==> config.mk <==
export PLATFORM = sky130hd
export DESIGN_NAME = fp_alu_host_if
export DESIGN_NICKNAME = d
export VERILOG_FILES = /design/src/rtl/fp_alu_pkg.sv /design/src/rtl/fp_byte_shifter.sv /design/src/rtl/fp_alu_host_if.sv
export SDC_FILE = /design/constraint.sdc
export NUM_CORES = 1
export LEC_CHECK = 0
export CORE_UTILIZATION = 49
export DETAILED_ROUTE_END_ITERATION = 8
export GPL_ROUTABILITY_DRIVEN = 0
export HOLD_SLACK_MARGIN = 0.08
export PLACE_DENSITY = 0.81
export SETUP_SLACK_MARGIN = 0.1
export SYNTH_ARGS = -nofsm -noshare
export SYNTH_HDL_FRONTEND = slang
export SYNTH_SLANG_ARGS = --single-unit
==> constraint.sdc <==
create_clock -name clk -period 1.75 [get_ports clk]
set_input_delay 0.35 -clock clk [delete_from_list [all_inputs] [get_ports clk]]
set_output_delay 0.35 -clock clk [all_outputs]
set_load 0.005 [all_outputs]
==> src/rtl/fp_alu_pkg.sv <==
// Shared types and constants for the floating-point ALU host bridge.
package fp_alu_pkg;

    typedef enum logic [2:0] {
        IDLE,
        START,
        SEND,
        WAIT_DONE,
        COLLECT,
        RESP
    } fp_host_state_t;

    localparam logic [2:0] OP_ADD = 3'b000;
    localparam logic [2:0] OP_SUB = 3'b001;

    // Bit positions on the ALU io_in / io_out control buses
    localparam int ALU_START_BIT = 3;
    localparam int ALU_DONE_BIT  = 4;

    // Operand bytes loaded after start, result bytes returned after done
    localparam int N_LOAD_BYTES   = 8;
    localparam int N_RESULT_BYTES = 4;

endpackage

==> src/rtl/fp_byte_shifter.sv <==
// Byte-wide shift register: parallel load, shifts right one byte per enable,
// inserting byte_in at the top. Used both to serialise operands (read the
// low byte, insert zeros) and to gather result bytes (insert bus byte).
module fp_byte_shifter #(
    parameter int W = 32
) (
    input  logic         clk,
    input  logic         rst_n,
    input  logic         load,
    input  logic         shift,
    input  logic [W-1:0] load_data,
    input  logic [7:0]   byte_in,
    output logic [W-1:0] data
);

    // Load has priority over shift; the register holds otherwise
    always_ff @(posedge clk or negedge rst_n) begin
        if (!rst_n) begin
            data <= '0;
        end else if (load) begin
            data <= load_data;
        end else if (shift) begin
            data <= {byte_in, data[W-1:8]};
        end
    end

endmodule

==> src/rtl/fp_alu_host_if.sv <==
// Host bridge for the byte-serial floating-point ALU: takes one operand pair
// over a valid/ready request, runs the start + 8-byte load protocol, gathers
// the 4 result bytes and returns them on a valid/ready response.
// Optional build macro FP_HOST_TIMEOUT_EN adds a WAIT_DONE watchdog that
// returns an error response after TIMEOUT_CYCLES+1 idle cycles.
//
// state     | meaning
// ----------+------------------------------------------------------------
// IDLE      | req_ready high, waiting for a request
// START     | start strobe on alu_io_in for one cycle, opcode presented
// SEND      | operand bytes A[7:0]..A[31:24], B[7:0]..B[31:24] on alu_in
// WAIT_DONE | waiting for alu_done; first result byte taken with it
// COLLECT   | three more result bytes taken unconditionally
// RESP      | rsp_valid high, result held until rsp_ready
module fp_alu_host_if
    import fp_alu_pkg::*;
#(
    parameter int TIMEOUT_CYCLES = 32
) (
    input  logic        clk,
    input  logic        rst_n,
    input  logic        req_valid,
    output logic        req_ready,
    input  logic [31:0] req_a,
    input  logic [31:0] req_b,
    input  logic [2:0]  req_op,
    output logic        rsp_valid,
    input  logic        rsp_ready,
    output logic [31:0] rsp_result,
    output logic        rsp_err,
    output logic [7:0]  alu_in,
    output logic [7:0]  alu_io_in,
    input  logic [7:0]  alu_out,
    input  logic        alu_done,
    output logic        busy
);

    localparam logic [2:0] K_LAST_LOAD    = 3'(N_LOAD_BYTES - 1);
    localparam logic [2:0] K_LAST_COLLECT = 3'(N_RESULT_BYTES - 2);

    fp_host_state_t state, state_nxt;
    logic [2:0]     k, k_nxt;
    logic           op_load, op_shift;
    logic           res_load, res_shift;
    logic [7:0]     alu_in_nxt;
    logic           timeout_hit;
    logic [63:0]    op_data;
    logic [55:0]    op_hi_unused;
    logic [31:0]    res_data;
    logic           start_r;
    logic [2:0]     op_r;

    // Only the low byte of the operand shifter is ever presented to the ALU
    assign op_hi_unused = op_data[63:8];

    fp_byte_shifter #(.W(64)) u_op_shifter (
        .clk       (clk),
        .rst_n     (rst_n),
        .load      (op_load),
        .shift     (op_shift),
        .load_data ({req_b, req_a}),
        .byte_in   (8'h00),
        .data      (op_data)
    );

    fp_byte_shifter #(.W(32)) u_res_shifter (
        .clk       (clk),
        .rst_n     (rst_n),
        .load      (res_load),
        .shift     (res_shift),
        .load_data (32'h0000_0000),
        .byte_in   (alu_out),
        .data      (res_data)
    );

    // Result shifter is only touched between accept and RESP, so it is stable
    // for the whole response phase and doubles as the response register.
    assign rsp_result = res_data;
    assign alu_io_in  = {4'b0000, start_r, op_r};

`ifdef FP_HOST_TIMEOUT_EN
    localparam int TO_W = $clog2(TIMEOUT_CYCLES + 1);

    logic [TO_W-1:0] to_cnt;
    logic            err_r;

    // alu_done takes priority in the FSM, so expiry only matters without done
    assign timeout_hit = (state == WAIT_DONE) && (to_cnt == '0);
    assign rsp_err     = err_r;

    // Watchdog down-counter, reloaded as WAIT_DONE is entered; the error flag
    // is raised on expiry and dropped when the response is taken.
    always_ff @(posedge clk or negedge rst_n) begin
        if (!rst_n) begin
            to_cnt <= '0;
            err_r  <= 1'b0;
        end else begin
            if (state == SEND && state_nxt == WAIT_DONE) begin
                to_cnt <= TO_W'(TIMEOUT_CYCLES);
            end else if (state == WAIT_DONE && to_cnt != '0) begin
                to_cnt <= to_cnt - 1'b1;
            end
            if (state == WAIT_DONE && !alu_done && timeout_hit) begin
                err_r <= 1'b1;
            end else if (state_nxt == IDLE) begin
                err_r <= 1'b0;
            end
        end
    end
`else
    localparam int TIMEOUT_CYCLES_UNUSED = TIMEOUT_CYCLES;

    assign timeout_hit = 1'b0;
    assign rsp_err     = 1'b0;
`endif

    // State register
    always_ff @(posedge clk or negedge rst_n) begin
        if (!rst_n) begin
            state <= IDLE;
        end else begin
            state <= state_nxt;
        end
    end

    // Next state and datapath controls
    always_comb begin
        state_nxt  = state;
        k_nxt      = k;
        op_load    = 1'b0;
        op_shift   = 1'b0;
        res_load   = 1'b0;
        res_shift  = 1'b0;
        alu_in_nxt = 8'h00;
        case (state)
            IDLE: begin
                if (req_valid && req_ready) begin
                    op_load   = 1'b1;
                    state_nxt = START;
                end
            end
            START: begin
                op_shift   = 1'b1;
                alu_in_nxt = op_data[7:0];
                k_nxt      = 3'd0;
                state_nxt  = SEND;
            end
            SEND: begin
                op_shift = 1'b1;
                if (k == K_LAST_LOAD) begin
                    k_nxt     = 3'd0;
                    state_nxt = WAIT_DONE;
                end else begin
                    alu_in_nxt = op_data[7:0];
                    k_nxt      = k + 3'd1;
                end
            end
            WAIT_DONE: begin
                if (alu_done) begin
                    res_shift = 1'b1;
                    k_nxt     = 3'd0;
                    state_nxt = COLLECT;
                end else if (timeout_hit) begin
                    res_load  = 1'b1;
                    state_nxt = RESP;
                end
            end
            COLLECT: begin
                // alu_done drops during the last byte, so it is not looked at
                res_shift = 1'b1;
                if (k == K_LAST_COLLECT) begin
                    state_nxt = RESP;
                end else begin
                    k_nxt = k + 3'd1;
                end
            end
            RESP: begin
                if (rsp_valid && rsp_ready) begin
                    state_nxt = IDLE;
                end
            end
            default: begin
                state_nxt = IDLE;
            end
        endcase
    end

    // Byte counter shared by SEND and COLLECT
    always_ff @(posedge clk or negedge rst_n) begin
        if (!rst_n) begin
            k <= 3'd0;
        end else begin
            k <= k_nxt;
        end
    end

    // Registered outputs, derived from the upcoming state
    always_ff @(posedge clk or negedge rst_n) begin
        if (!rst_n) begin
            req_ready <= 1'b1;
            busy      <= 1'b0;
            rsp_valid <= 1'b0;
            alu_in    <= 8'h00;
            start_r   <= 1'b0;
            op_r      <= 3'b000;
        end else begin
            req_ready <= (state_nxt == IDLE);
            busy      <= (state_nxt != IDLE);
            rsp_valid <= (state_nxt == RESP);
            alu_in    <= alu_in_nxt;
            start_r   <= (state_nxt == START);
            // Opcode stays on the bus through the ALU's execute cycle
            if (op_load) begin
                op_r <= req_op;
            end else if (state_nxt == IDLE) begin
                op_r <= 3'b000;
            end
        end
    end

endmodule

==> metrics.md, run 1 <==
| Metric | Value |
|---|---|
| Logic depth of the worst register-to-register path | 4 |
| Final wirelength | 13.15 mm |
| Synthesis warning total | 0 |
| Cells after Synth | 480 |
| Category of the worst setup path launch point | flop |
| Clock insertion delay at the later pin of the skew report | approximately 0.5 ns |
| PortBufs | ~130 |
| DIE WIDTH | slightly above 100 um |
| Arrival time at the worst endpoint | about 2.1 ns |
| Share of post-route cells with drive strength above 1 | 0.2031 |
| Global-route wire length before repair | ~19 mm |
| Sequential-to-total area share from yosys stat | 0.5877 |
| Post-route clock skew | roughly 0.0080 ns |
| Max-cap check violation count | 0 |
| Post-synth design cell area | between 0.004 and 0.005 sq mm |
| DR iter-0 viols | 264 |
| Via count of the first global-routing pass | between 4,000 and 5,000 |
| Mux contribution to synthesized area | 0.07683 |
| Synth-to-layout area growth | 46.60% |
| Antenna violations before repair | 0 |
| Number of DRC violations after detailed routing | 0 |
| Clock tree root buffer cell | sky130_fd_sc_hd__clkbuf_8 |
| Vias per Instance | about 5.4 |
| Count of final max-slew check failures | 0 |
| Count of cell types in the netlist | 39 |
| Fraction of synthesis flops using an asynchronous set or reset pin | 1.000 |
| Period utilization | 0.9495 |
| Leakage power figure | 3.372 nW |
| Post-Synth XOR/XNOR Area | 0.003515 |
| FF/Latch Area | approximately 0.0029 sq mm |
| Worst slack at placement | -0.07549 ns |
| Worst setup EP type | flop |
| Tot GR Track Use | 0.2353 |
| Chip height | about 100 um |
| Detailed-route via count | 4,220 |
| Synth Area in Simple Gates | 0.1233 |
| Largest vdd supply drop | roughly 0.0013 V |
| Net total in the final layout | around 720 |
| Worst-case register-to-register setup slack | 0.09 ns |
| Source of the worst register-to-register timing path | state[0] |
| Site row count | 36 |
| Leading register cell type out of synthesis | sky130_fd_sc_hd__dfrtp_1 |
| Total chip power | ~14 mW |
| Setup-failing EPs final | 0 |
| Final HPWL from detailed placement | about 7.6 mm |
| Count of flip-flops with a built-in enable after synthesis | 0 |
| Clock sinks | 117 |
| Synthesized-area fraction occupied by ao, oa, aoi and oai cells | 0.1516 |
| H-tree levels | 4 |
| Routed wire per std cell | between 15 and 20 um |
| Filler Cells Inserted | between 600 and 700 |
| Starting utilization of the core area | 0.5075 |
| Result of the run | completed |
| Synth area leaders | sky130_fd_sc_hd__dfrtp_1 (58%), sky130_fd_sc_hd__a21oi_1 (11%), sky130_fd_sc_hd__mux2_2 (7.5%) |
| Largest family of logic cells by synthesized area | compound AO/OA/AOI/OAI gates |
| Required time at the endpoint of the critical path | 2.14 ns |
| Reg-to-reg endpoint | u_res_shifter.data[23] |
| TritonCTS clock tree | built |
| Synth top area share | 0.5825 |
| CTS clk-pin slew, worst paths | around 0.060 ns |
| Largest net degree at the start of global routing | 57 |
| Setup slack after layout | between 0.08 and 0.09 ns |
| Final critical path time including I/O delays and setup | 1.662 ns |
| Top-Level Pins | about 130 |
| Worst min-delay path category | in -> async |
| Buffer levels on the longest clock path | 2 |
| Power per cell area | roughly 1900 mW/mm^2 |
| Area occupied by multi-input gates | 0.001894 sq mm |
| Critical path class | reg -> reg |
| Avg Synthesized Cell Area | around 10 sq um |
| Post-synthesis adder-cell area fraction | 0.007532 |
| Crit path max fanout | 8 |
| Number of routed nets with antenna violations | 0 |
| Iteration count of the initial detailed-routing pass | 5 |
| Top achievable clock speed | about 600 MHz |
| TritonCTS buffer count | 17 |
| Setup repair after global routing missed its margin | yes |
| Yosys reg bits | 117 |
| Overall die area | between 0.01 and 0.015 sq mm |
| Placeable Area | 0.009819 sq mm |
| Hold Violations, Final | 0 |
| Gr ovfl total | 0 |
| N_diodes | 0 |
| Dominant cell type by area after synthesis | sky130_fd_sc_hd__dfrtp_1 |
[cells in the mapped netlist, types with 2 or more instances]
| cell type | count |
|---|---|
| sky130_fd_sc_hd__buf_1 | 2 |
| sky130_fd_sc_hd__inv_1 | 4 |
| sky130_fd_sc_hd__o21ai_0 | 5 |
| sky130_fd_sc_hd__dfrtp_1 | 116 |
| sky130_fd_sc_hd__a21oi_1 | 113 |
| sky130_fd_sc_hd__ha_1 | 3 |
| sky130_fd_sc_hd__buf_6 | 2 |
| sky130_fd_sc_hd__nand2_1 | 60 |
| sky130_fd_sc_hd__clkbuf_1 | 7 |
| sky130_fd_sc_hd__nand2b_1 | 4 |
| sky130_fd_sc_hd__nor2_1 | 61 |
| sky130_fd_sc_hd__mux2_2 | 33 |
| sky130_fd_sc_hd__and2_1 | 8 |
| sky130_fd_sc_hd__buf_4 | 15 |
| sky130_fd_sc_hd__nor3b_1 | 2 |
| sky130_fd_sc_hd__o22ai_1 | 2 |
| sky130_fd_sc_hd__buf_2 | 11 |
| sky130_fd_sc_hd__a22o_1 | 11 |
[cells by family after synthesis]
kind of cell,Yosys count
xor gates and xnor gates,2
muxes,34
AOI/OAI and AO/OA,137
other,1
DFF,117
adders and majority gates,3
buffers and inverters,42
and+or+nand+nor,144
[cells in the final DEF (no fill, tap or decap), drive strengths merged]
cell type and instances:
a21boi 1, ha 3, nor3b 2, o22ai 3, and2 8, buf 42
and2b 1, nand2b 4, clkbuf 23, dfstp 1, inv 6, nor3 1
or3 1, conb 5, o221ai 1, clkinvlp 5, dlygate4sd3 1, a32o 1
or2 1, clkinv 3, xor2 1, and3 1, nand4b 1, clkdlybuf4s15 1
o21ai 5, a21oi 114, a22o 11, xnor2 1, nor2b 1, nor2 63
o31a 1, mux2 34, bufinv 3, dfrtp 116, nand2 60, clkdlybuf4s50 78
dlygate4sd2 46
[worst max-delay path by stage]
stage              start                     end  slack [ns]  cells after the start
6_report        state[0]  u_res_shifter.data[23]        0.09                      4
3_5_place_dp    alu_done   u_res_shifter.data[2]       -0.08                      5
4_1_cts        req_ready               req_ready        0.11                      1
5_1_grt         state[1]   u_op_shifter.data[12]        0.03                      5
3_3_place_gp    alu_done   u_res_shifter.data[1]       -0.06                      5
2_1_floorplan   state[1]  u_res_shifter.data[24]        0.19                      6
[state kept, by name, summed over array words and instances (netlist names)]
name                cells
busy                    1
state                   3
op_r                    3
start_r                 1
rsp_valid               1
alu_in                  8
u_op_shifter.data      64
req_ready               1
u_res_shifter.data     32
k                       3
[worst max-delay path, stage by stage, from the launching register on]
cell	delay, ns
sky130_fd_sc_hd__dfrtp_2	0.47
sky130_fd_sc_hd__nand2_1	0.17
sky130_fd_sc_hd__o22ai_4	0.33
sky130_fd_sc_hd__clkbuf_16	0.23
sky130_fd_sc_hd__mux2_2	0.34
[report_power, final]
group | internal, mW | switching [mW]
clock network | 2.20 | 1.23
registers | 3.92 | 0.723
logic | 3.01 | 3.07
total | 9.13 | 5.02
[metal layers]
metal	GRT usage	routed length, um	up-vias
met5	0	0	-
met3	0.06644	750	18
met4	0.08559	132	0
met2	0.4046	6839	178
li1	-	-	1947
met1	0.2828	5432	2077
[per-stage QoR]
| stage | util | hold WS [ns] | setup TNS, ns | cells | cell area (sq um) |
|---|---|---|---|---|---|
| floorplan | - | 0.05441 | 0 | 484 | 4999 |
| global placement | 0.6509 | 0.3415 | -1.765 | 721 | 6391 |
| detailed placement | 0.6509 | 0.3443 | -2.156 | 721 | 6391 |
| CTS | 0.7212 | 0.3549 | 0 | 771 | 7082 |
| global route | 0.7440 | 0.3864 | 0 | 783 | 7306 |
| finish | 0.7440 | 0.3537 | 0 | 783 | 7306 |
[what timing repair did]
item / 4_1_cts / 5_1_grt
buffers inserted: 18 / 7
cloned: 0 / 5
pin swaps: 1 / 9
endpoints found under the hold margin: 30 / 0
gates resized for setup: 52 / 18
endpoints found under the setup margin: 90 / 77
hold buffers: 1 / 0
[area by class of cell]
type,count,area share
Clock buffer,19,0.05909
Clock inverter,12,0.02124
Inverter,5,0.003254
Multi-Input combinational cell,325,0.2593
Sequential cell,117,0.4014
Tap cell,133,0.02278
Timing Repair Buffer,172,0.2329
Power figures use the tool's default switching activity.
==> run 2: changes to the inputs <==
--- a/config.mk
+++ b/config.mk
@@ -5,11 +5,13 @@
 export SDC_FILE = /design/constraint.sdc
 export NUM_CORES = 1
 export LEC_CHECK = 0
-export CORE_UTILIZATION = 49
+export CELL_PAD_IN_SITES_DETAIL_PLACEMENT = 1
+export CELL_PAD_IN_SITES_GLOBAL_PLACEMENT = 1
+export CORE_UTILIZATION = 37
 export DETAILED_ROUTE_END_ITERATION = 8
 export GPL_ROUTABILITY_DRIVEN = 0
 export HOLD_SLACK_MARGIN = 0.08
-export PLACE_DENSITY = 0.81
+export PLACE_DENSITY_LB_ADDON = 0.1
 export SETUP_SLACK_MARGIN = 0.1
 export SYNTH_ARGS = -nofsm -noshare
 export SYNTH_HDL_FRONTEND = slang
==> constraint.sdc (replaced) <==
create_clock -name clk -period 1.89 [get_ports clk]
set_input_delay 0.378 -clock clk [delete_from_list [all_inputs] [get_ports clk]]
set_output_delay 0.378 -clock clk [all_outputs]
set_load 0.005 [all_outputs]
==> run 2 against run 1 <==
Net effect:
- sequential power shrank 7.3%
- wire length shrank 4.8%
- hold slack better by 0.060 ns
==> metrics.md, run 2 (synthesized netlist as in run 1, its figures left out) <==
| Metric | Value |
|---|---|
| Overall die area | between 0.01 and 0.015 sq mm |
| Iteration count of the initial detailed-routing pass | 4 |
| Category of the worst setup path launch point | flop |
| Site row count | 42 |
| Total chip power | 12.66 mW |
| Setup repair after global routing missed its margin | yes |
| Vias per Instance | 4.957 |
| Gr ovfl total | 0 |
| Antenna violations before repair | 0 |
| Commonest cells after routing, fill and taps aside | sky130_fd_sc_hd__clkdlybuf4s50_1 (124), sky130_fd_sc_hd__dfrtp_1 (113), sky130_fd_sc_hd__a21oi_1 (112) |
| Hold Violations, Final | 0 |
| Setup-failing EPs final | 0 |
| Number of routed nets with antenna violations | 0 |
| Crit path max fanout | 32 |
| TritonCTS clock tree | built |
| H-tree levels | 4 |
| Max-cap check violation count | 0 |
| Power per cell area | 1788 mW/mm^2 |
| Starting utilization of the core area | 0.3778 |
| DR iter-0 viols | 160 |
| Net total in the final layout | between 600 and 700 |
| Highest cell delay on the worst timing path | around 0.5 ns |
| Number of DRC violations after detailed routing | 0 |
| Final Core Density | 0.5367 |
| Post-route clock skew | 0.006624 ns |
| Top achievable clock speed | a little under 600 MHz |
| CTS clk-pin slew, worst paths | about 0.05 ns |
| Global-route wire length before repair | 20.98 mm |
| Arrival time at the worst endpoint | 2.02 ns |
| Top-Level Pins | about 130 |
| Leakage power figure | 3.089 nW |
| Worst slack at placement | -0.02095 ns |
| Register containing the most flip-flops in the final layout | u_op_shifter.data |
| Logic depth of the worst register-to-register path | 5 |
| Regs by FF count | u_op_shifter.data x64, u_res_shifter.data x32, alu_in x8 |
| FF/Latch Area | slightly below 0.003 sq mm |
| Final critical path time including I/O delays and setup | between 1.5 and 2 ns |
| Synth-to-layout area growth | 42.05% |
| Area occupied by multi-input gates | approximately 0.0019 sq mm |
| Critical path's slowest cell | sky130_fd_sc_hd__dfrtp_2 |
| Final design area excluding fillers | approximately 0.0071 sq mm |
| Result of the run | completed |
| Filler Cells Inserted | approximately 1,400 |
| Share of post-route cells with drive strength above 1 | 0.1519 |
| PortBufs | between 100 and 150 |
| Chip height | around 120 um |
| Detailed-route via count | about 3,900 |
| Routed wire per std cell | 15.75 um |
| Post-detailed-placement cell area | between 0.006 and 0.007 sq mm |
| N_diodes | 0 |
| Critical path class | reg -> reg |
| Via count of the first global-routing pass | ~4,100 |
| Largest vdd supply drop | roughly 0.0011 V |
| Count of final max-slew check failures | 0 |
| Final HPWL from detailed placement | between 8 and 9 mm |
| Worst setup EP type | flop |
| Most frequent standard cell in the layout excluding fill and tap cells | sky130_fd_sc_hd__clkdlybuf4s50_1 |
| Placeable Area | about 0.013 sq mm |
| List of cells traversed by the critical path | inv_1, nand2_1, o22ai_2, buf_12, mux2_2 |
| Setup slack after layout | about 0.16 ns |
| Clock tree root buffer cell | sky130_fd_sc_hd__clkbuf_16 |
| TritonCTS buffer count | 17 |
| Clock insertion delay at the later pin of the skew report | approximately 0.41 ns |
| Number of flip-flops in the largest register | 64 |
| Buffer levels on the longest clock path | 2 |
| Largest net degree at the start of global routing | between 50 and 60 |
| Clock sinks | between 100 and 150 |
| Tot GR Track Use | 0.1936 |
| Period utilization | 0.9146 |
| Required time at the endpoint of the critical path | roughly 2.2 ns |
| DIE WIDTH | between 100 and 150 um |
| Final wirelength | about 13 mm |
| Worst min-delay path category | in -> async |
==> run 2: path summary, 6_finish.rpt <==
check | startpoint | slack, ns | to
max | state[1] | 0.16 | u_res_shifter.data[3]
min | rst_n | 0.41 | u_res_shifter.data[25]
max reg2reg | state[1] | 0.16 | u_res_shifter.data[3]
min reg2reg | u_op_shifter.data[2] | 0.48 | alu_in[2]
max in group asynchronous | rst_n | 0.81 | req_ready
min in group clk | u_op_shifter.data[2] | 0.48 | alu_in[2]
==> run 2: report_power, final <==
| part | internal, mW | total [mW] | switching, mW |
|---|---|---|---|
| logic | 2.59 | 5.16 | 2.56 |
| registers | 3.64 | 4.31 | 0.673 |
| clock network | 2.12 | 3.19 | 1.07 |
| total | 8.35 | 12.7 | 4.31 |
==> run 2: metrics by stage <==
stage / hold WS (ns) / cells / setup TNS (ns)
2_1_floorplan: 0.08241 / 484 / 0
3_5_place_dp: 0.3074 / 763 / -0.03885
4_1_cts: 0.4085 / 795 / 0
3_3_place_gp: 0.3066 / 763 / 0
6_report: 0.4137 / 795 / 0
5_1_grt: 0.4404 / 795 / 0
==> run 2: worst max-delay path, delay by kind of cell (launching register included) <==
kind	cells	cell delay [ns]
DFF	1	0.49
buffers and inverters	2	0.37
muxes	1	0.36
AOI/OAI and AO/OA	1	0.21
and+or+nand+nor	1	0.17
==> run 2: repair_timing <==
action,in CTS,in global routing
hold endpoints to repair,23,0
setup buffers,0,0
pin swaps,0,1
hold buffers,1,0
gates resized for setup,2,8
setup endpoints to repair,9,94
==> run 2: layer usage <==
metal	GRT usage	wire (um)
met1	0.2556	5742
met2	0.3048	6018
met3	0.05426	580
met4	0.06731	178
met5	0	0
==> run 2: final cells by class <==
| class | instances | area share |
|---|---|---|
| repair buffers | 141 | 0.2050 |
| inverters | 5 | 0.002651 |
| multi-input cells | 325 | 0.2635 |
| clock inverters | 10 | 0.01838 |
| clock buffers | 21 | 0.06504 |
| flip-flops and latches | 117 | 0.4143 |
| well taps | 176 | 0.03111 |
==> run 3: changes to the inputs <==
--- a/config.mk
+++ b/config.mk
@@ -8,6 +8,7 @@
 export CELL_PAD_IN_SITES_DETAIL_PLACEMENT = 1
 export CELL_PAD_IN_SITES_GLOBAL_PLACEMENT = 1
 export CORE_UTILIZATION = 37
+export CTS_CLUSTER_DIAMETER = 40
 export DETAILED_ROUTE_END_ITERATION = 8
 export GPL_ROUTABILITY_DRIVEN = 0
 export HOLD_SLACK_MARGIN = 0.08
==> results of run 3 <==
Same layout as run 2: the final DEF is identical, and so are final timing and power.
==> RTL edit 1, RTL diff (config.mk and constraints of run 2) <==
The 6 states of `fp_host_state_t` get a one-hot encoding in 6 bits.
--- a/src/rtl/fp_alu_pkg.sv
+++ b/src/rtl/fp_alu_pkg.sv
@@ -1,13 +1,13 @@
 // Shared types and constants for the floating-point ALU host bridge.
 package fp_alu_pkg;
 
-    typedef enum logic [2:0] {
-        IDLE,
-        START,
-        SEND,
-        WAIT_DONE,
-        COLLECT,
-        RESP
+    typedef enum logic [5:0] {
+        IDLE      = 6'b000001,
+        START     = 6'b000010,
+        SEND      = 6'b000100,
+        WAIT_DONE = 6'b001000,
+        COLLECT   = 6'b010000,
+        RESP      = 6'b100000
     } fp_host_state_t;
 
     localparam logic [2:0] OP_ADD = 3'b000;
Formal check against the unedited RTL: no difference found for any inputs over 10 cycles, from zero or initial values and one cycle with rst_n low; not proved beyond that.
==> RTL edit 1 against run 2 <==
The run now ends with setup timing left; first-iteration DRC count fell by 27%; sequential cell count rose by 3; non-clock buffer count rose by 28; via count fell by 0.23%; total power fell by 16%; area after synthesis rose by 6.0%; design area rose by 12%; count of clock-buffer cells in the layout fell by 3; worst setup slack got worse by 280 ps; routed wire length rose by 13%; critical path type unchanged; largest power group is now registers.
==> RTL edit 1: results (changes against run 2) <==
<table>
<tr><th>Metric</th><th>Value</th></tr>
<tr><th colspan="2">Outcome</th></tr>
<tr><td>Status</td><td>finished, violations left</td></tr>
<tr><td>Violated checks</td><td>setup timing</td></tr>
<tr><th colspan="2">Route</th></tr>
<tr><td>Average wire per standard cell</td><td>17.6 um (+12%)</td></tr>
<tr><td>Met2 routed wirelength</td><td>7.10 mm (+18%)</td></tr>
<tr><td>Drt via density</td><td>4.90 (-1.2%)</td></tr>
<tr><td>Routed length on met1</td><td>6.37 mm (+11%)</td></tr>
<tr><td>Total wirelength of the detailed-routed design</td><td>14.1 mm (+13%)</td></tr>
<tr><td>Met3 WL</td><td>475 um (-18%)</td></tr>
<tr><th colspan="2">STA</th></tr>
<tr><td>Number of setup violations in the final report</td><td>84 (+84)</td></tr>
<tr><td>Setup WS post-layout</td><td>-114 ps (-275 ps)</td></tr>
<tr><td>Setup tns final</td><td>-5070 ps (-5070 ps)</td></tr>
<tr><th colspan="2">Worst setup path</th></tr>
<tr><td>Crit-path slowest cell</td><td>dfstp_2</td></tr>
<tr><td>Crit-path max cell delay</td><td>560 ps (+70 ps)</td></tr>
<tr><th colspan="2">Power and ir drop</th></tr>
<tr><td>NetSw</td><td>3.32 mW (-23%)</td></tr>
<tr><td>Largest voltage drop on the vdd net</td><td>0.657 mV (-42%)</td></tr>
<tr><td>Power Sequential</td><td>3.86 mW (-10%)</td></tr>
<tr><th colspan="2">Global route</th></tr>
<tr><td>Global-route met2 utilization</td><td>34.8% (+4.4 points)</td></tr>
<tr><td>Vias in the first global route</td><td>4319 (+5.0%)</td></tr>
<tr><td>Pin count of the biggest net entering global routing</td><td>55 (-3.5%)</td></tr>
<tr><td>Met3 global-route usage</td><td>4.61% (-0.82 points)</td></tr>
<tr><th colspan="2">Yosys</th></tr>
<tr><td>Leading cell types by count after synthesis</td><td>dfrtp_1 (118), nand2_1 (79), mux2i_1 (56), o21ai_0 (56), mux2_2 (35)</td></tr>
<tr><td>Count of distinct cell types in the synthesized netlist</td><td>41 (+5.1%)</td></tr>
<tr><td>Biggest area contributors in the synthesized netlist</td><td>dfrtp_1 (56%), mux2i_1 (11%), mux2_2 (7.5%), nand2_1 (5.6%), o21ai_0 (5.3%)</td></tr>
<tr><td>Post-Synth Adder-Cell Area</td><td>0.710% (-0.043 points)</td></tr>
<tr><td>Post-synthesis compound-gate area fraction</td><td>8.19% (-7.0 points)</td></tr>
<tr><th colspan="2">CTS</th></tr>
<tr><td>Gates resized, CTS repair</td><td>34 (+32)</td></tr>
<tr><th colspan="2">Placed design</th></tr>
<tr><td>Area after DPL</td><td>0.00698 mm^2 (+8.3%)</td></tr>
</table>
==> RTL edit 1: cell types whose count changed after synthesis, sizes merged, moves of 3 or more <==
cell,change
o21ai,+63
mux2i,+56
o22ai,-3
a21oi,-113
nand2,+19
nor4,+4
nor2,-56
a22o,-8
==> RTL edit 1: area by class of cell <==
cell class                 instances  area [um^2]
fill                            1461         5920
sequential                       120         3010
multi-input combinational        298         2240
timing repair buffer             169         1840
clock buffer                      18          439
tap                              180          225
clock inverter                    14          198
inverter                           4         15.0
==> RTL edit 1: final timing paths <==
check | start | end | slack, ps | cells after the start
setup reg to reg | state[0] | u_op_shifter.data[22] | -110 | 6
hold reg to reg | u_op_shifter.data[5] | alu_in[5] | 490 | 1
hold / removal | rst_n | u_res_shifter.data[14] | 440 | 2
max in group asynchronous | rst_n | u_op_shifter.data[49] | 830 | 3
min in group clk | u_op_shifter.data[5] | alu_in[5] | 490 | 1
setup / recovery | state[0] | u_op_shifter.data[22] | -110 | 6
==> RTL edit 2, RTL diff (flow settings as in run 2) <==
Without the edit above. Build with the macro `FP_HOST_TIMEOUT_EN` defined.
--- a/src/rtl/fp_alu_host_if.sv
+++ b/src/rtl/fp_alu_host_if.sv
@@ -12,6 +12,8 @@
 // WAIT_DONE | waiting for alu_done; first result byte taken with it
 // COLLECT   | three more result bytes taken unconditionally
 // RESP      | rsp_valid high, result held until rsp_ready
+`define FP_HOST_TIMEOUT_EN
+
 module fp_alu_host_if
     import fp_alu_pkg::*;
 #(
Check against the original RTL: same outputs for any inputs over 10 cycles, from zero or initial values and one cycle with rst_n low; that may be too few to reach the edited logic, so the function may still have changed.
==> RTL edit 2 against run 2 <==
The run now ends with DRC left; sequential share of layout area down 1.6 points; worst hold slack improved by 29 ps; design area is 10% higher; via count up 9.3%; routed wire length grew 10%; total power shrank 0.63%; worst setup slack lost 20 ps; critical path depth down 4; sequential cell count grew 7; area after synthesis is 12% higher.
==> RTL edit 2: results (changes against run 2) <==
<table>
<tr><th>Metric</th><th>Value</th></tr>
<tr><th colspan="2">Outcome</th></tr>
<tr><td>Status</td><td>finished, violations left</td></tr>
<tr><td>Violated checks</td><td>DRC</td></tr>
<tr><th colspan="2">Power and ir drop</th></tr>
<tr><td>Total combinational power</td><td>5.08 mW (-2%)</td></tr>
<tr><td>NetSw</td><td>4.38 mW (+1.6%)</td></tr>
<tr><td>P per Cell Area</td><td>1610 mW/mm^2 (-9.9%)</td></tr>
<tr><td>Clk network pwr share</td><td>25.5% (+0.3 points)</td></tr>
<tr><th colspan="2">Placed design</th></tr>
<tr><td>Pre-CTS worst setup slack</td><td>-121 ps (-100 ps)</td></tr>
<tr><td>Total instance count after detailed placement</td><td>832 (+9.0%)</td></tr>
<tr><td>Number of buffers added on ports</td><td>127 (+0.79%)</td></tr>
<tr><th colspan="2">Finish</th></tr>
<tr><td>Clock-cell share of area</td><td>7.42% (-0.92 points)</td></tr>
<tr><td>FF+latch area</td><td>0.00311 mm^2 (+5.9%)</td></tr>
<tr><td>Share of post-route cells with drive strength above 1</td><td>11.7% (-3.5 points)</td></tr>
<tr><td>Number of fillers in the final layout</td><td>1575 (+11%)</td></tr>
<tr><td>Non-clock inverter total of the final layout</td><td>6 (+1)</td></tr>
<tr><th colspan="2">Worst setup path</th></tr>
<tr><td>CP Data Arrival Time</td><td>1370 ps (-650 ps)</td></tr>
<tr><td>Launch point of the critical path</td><td>u_res_shifter.data[15]</td></tr>
<tr><td>Crit-path max cell delay</td><td>540 ps (+50 ps)</td></tr>
<tr><td>Setup slack on the worst flop-to-flop path</td><td>140 ps (-20 ps)</td></tr>
<tr><td>Critical path destination</td><td>rsp_result[15]</td></tr>
<tr><td>R2R Path End</td><td>rsp_err</td></tr>
<tr><th colspan="2">Global route</th></tr>
<tr><td>Global-route usage over all layers</td><td>19.3% (-0.034 points)</td></tr>
<tr><td>Vias in the first global route</td><td>4664 (+13%)</td></tr>
<tr><td>Met1 layer usage reported by global route</td><td>23.7% (-1.9 points)</td></tr>
<tr><th colspan="2">Route</th></tr>
<tr><td>DRC viols</td><td>20 (+20)</td></tr>
<tr><td>Number of DRC markers in iteration 0</td><td>184 (+15%)</td></tr>
<tr><th colspan="2">CTS</th></tr>
<tr><td>Gates resized, CTS repair</td><td>5 (+3)</td></tr>
<tr><th colspan="2">Yosys</th></tr>
<tr><td>Count of distinct cell types in the synthesized netlist</td><td>45 (+15%)</td></tr>
</table>
-- RTL edit 2: cell types whose count changed in the layout (fill, tap and decap cells not counted), moves of 4 or more --
cell,delta
nor2b_1,+4
buf_4,+9
nor2_1,-57
a21oi_1,-77
mux2_2,-31
o21ai_1,+56
mux2i_1,+58
nand2_1,+70
dfrtp_1,+8
buf_12,+4
-- RTL edit 2: metrics by stage --
step,hold WS [ps],power [mW]
floorplan,82.4,7.29
global placement,309,9.14
detailed placement,312,9.34
CTS,440,12.7
global route,471,13.5
finish,442,12.6
-- RTL edit 2: kinds of logic (layout without fill, tap and decap cells) --
family,Yosys count,count (layout),synth area share (%)
other cells,1,4,0.0671
compound gates,124,124,13.3
fa+ha+maj,5,5,1.12
mux,63,63,11.4
simple gates,170,170,13.2
flops,124,124,55.6
xor+xnor,1,1,0.157
buf+inv,47,192,5.33
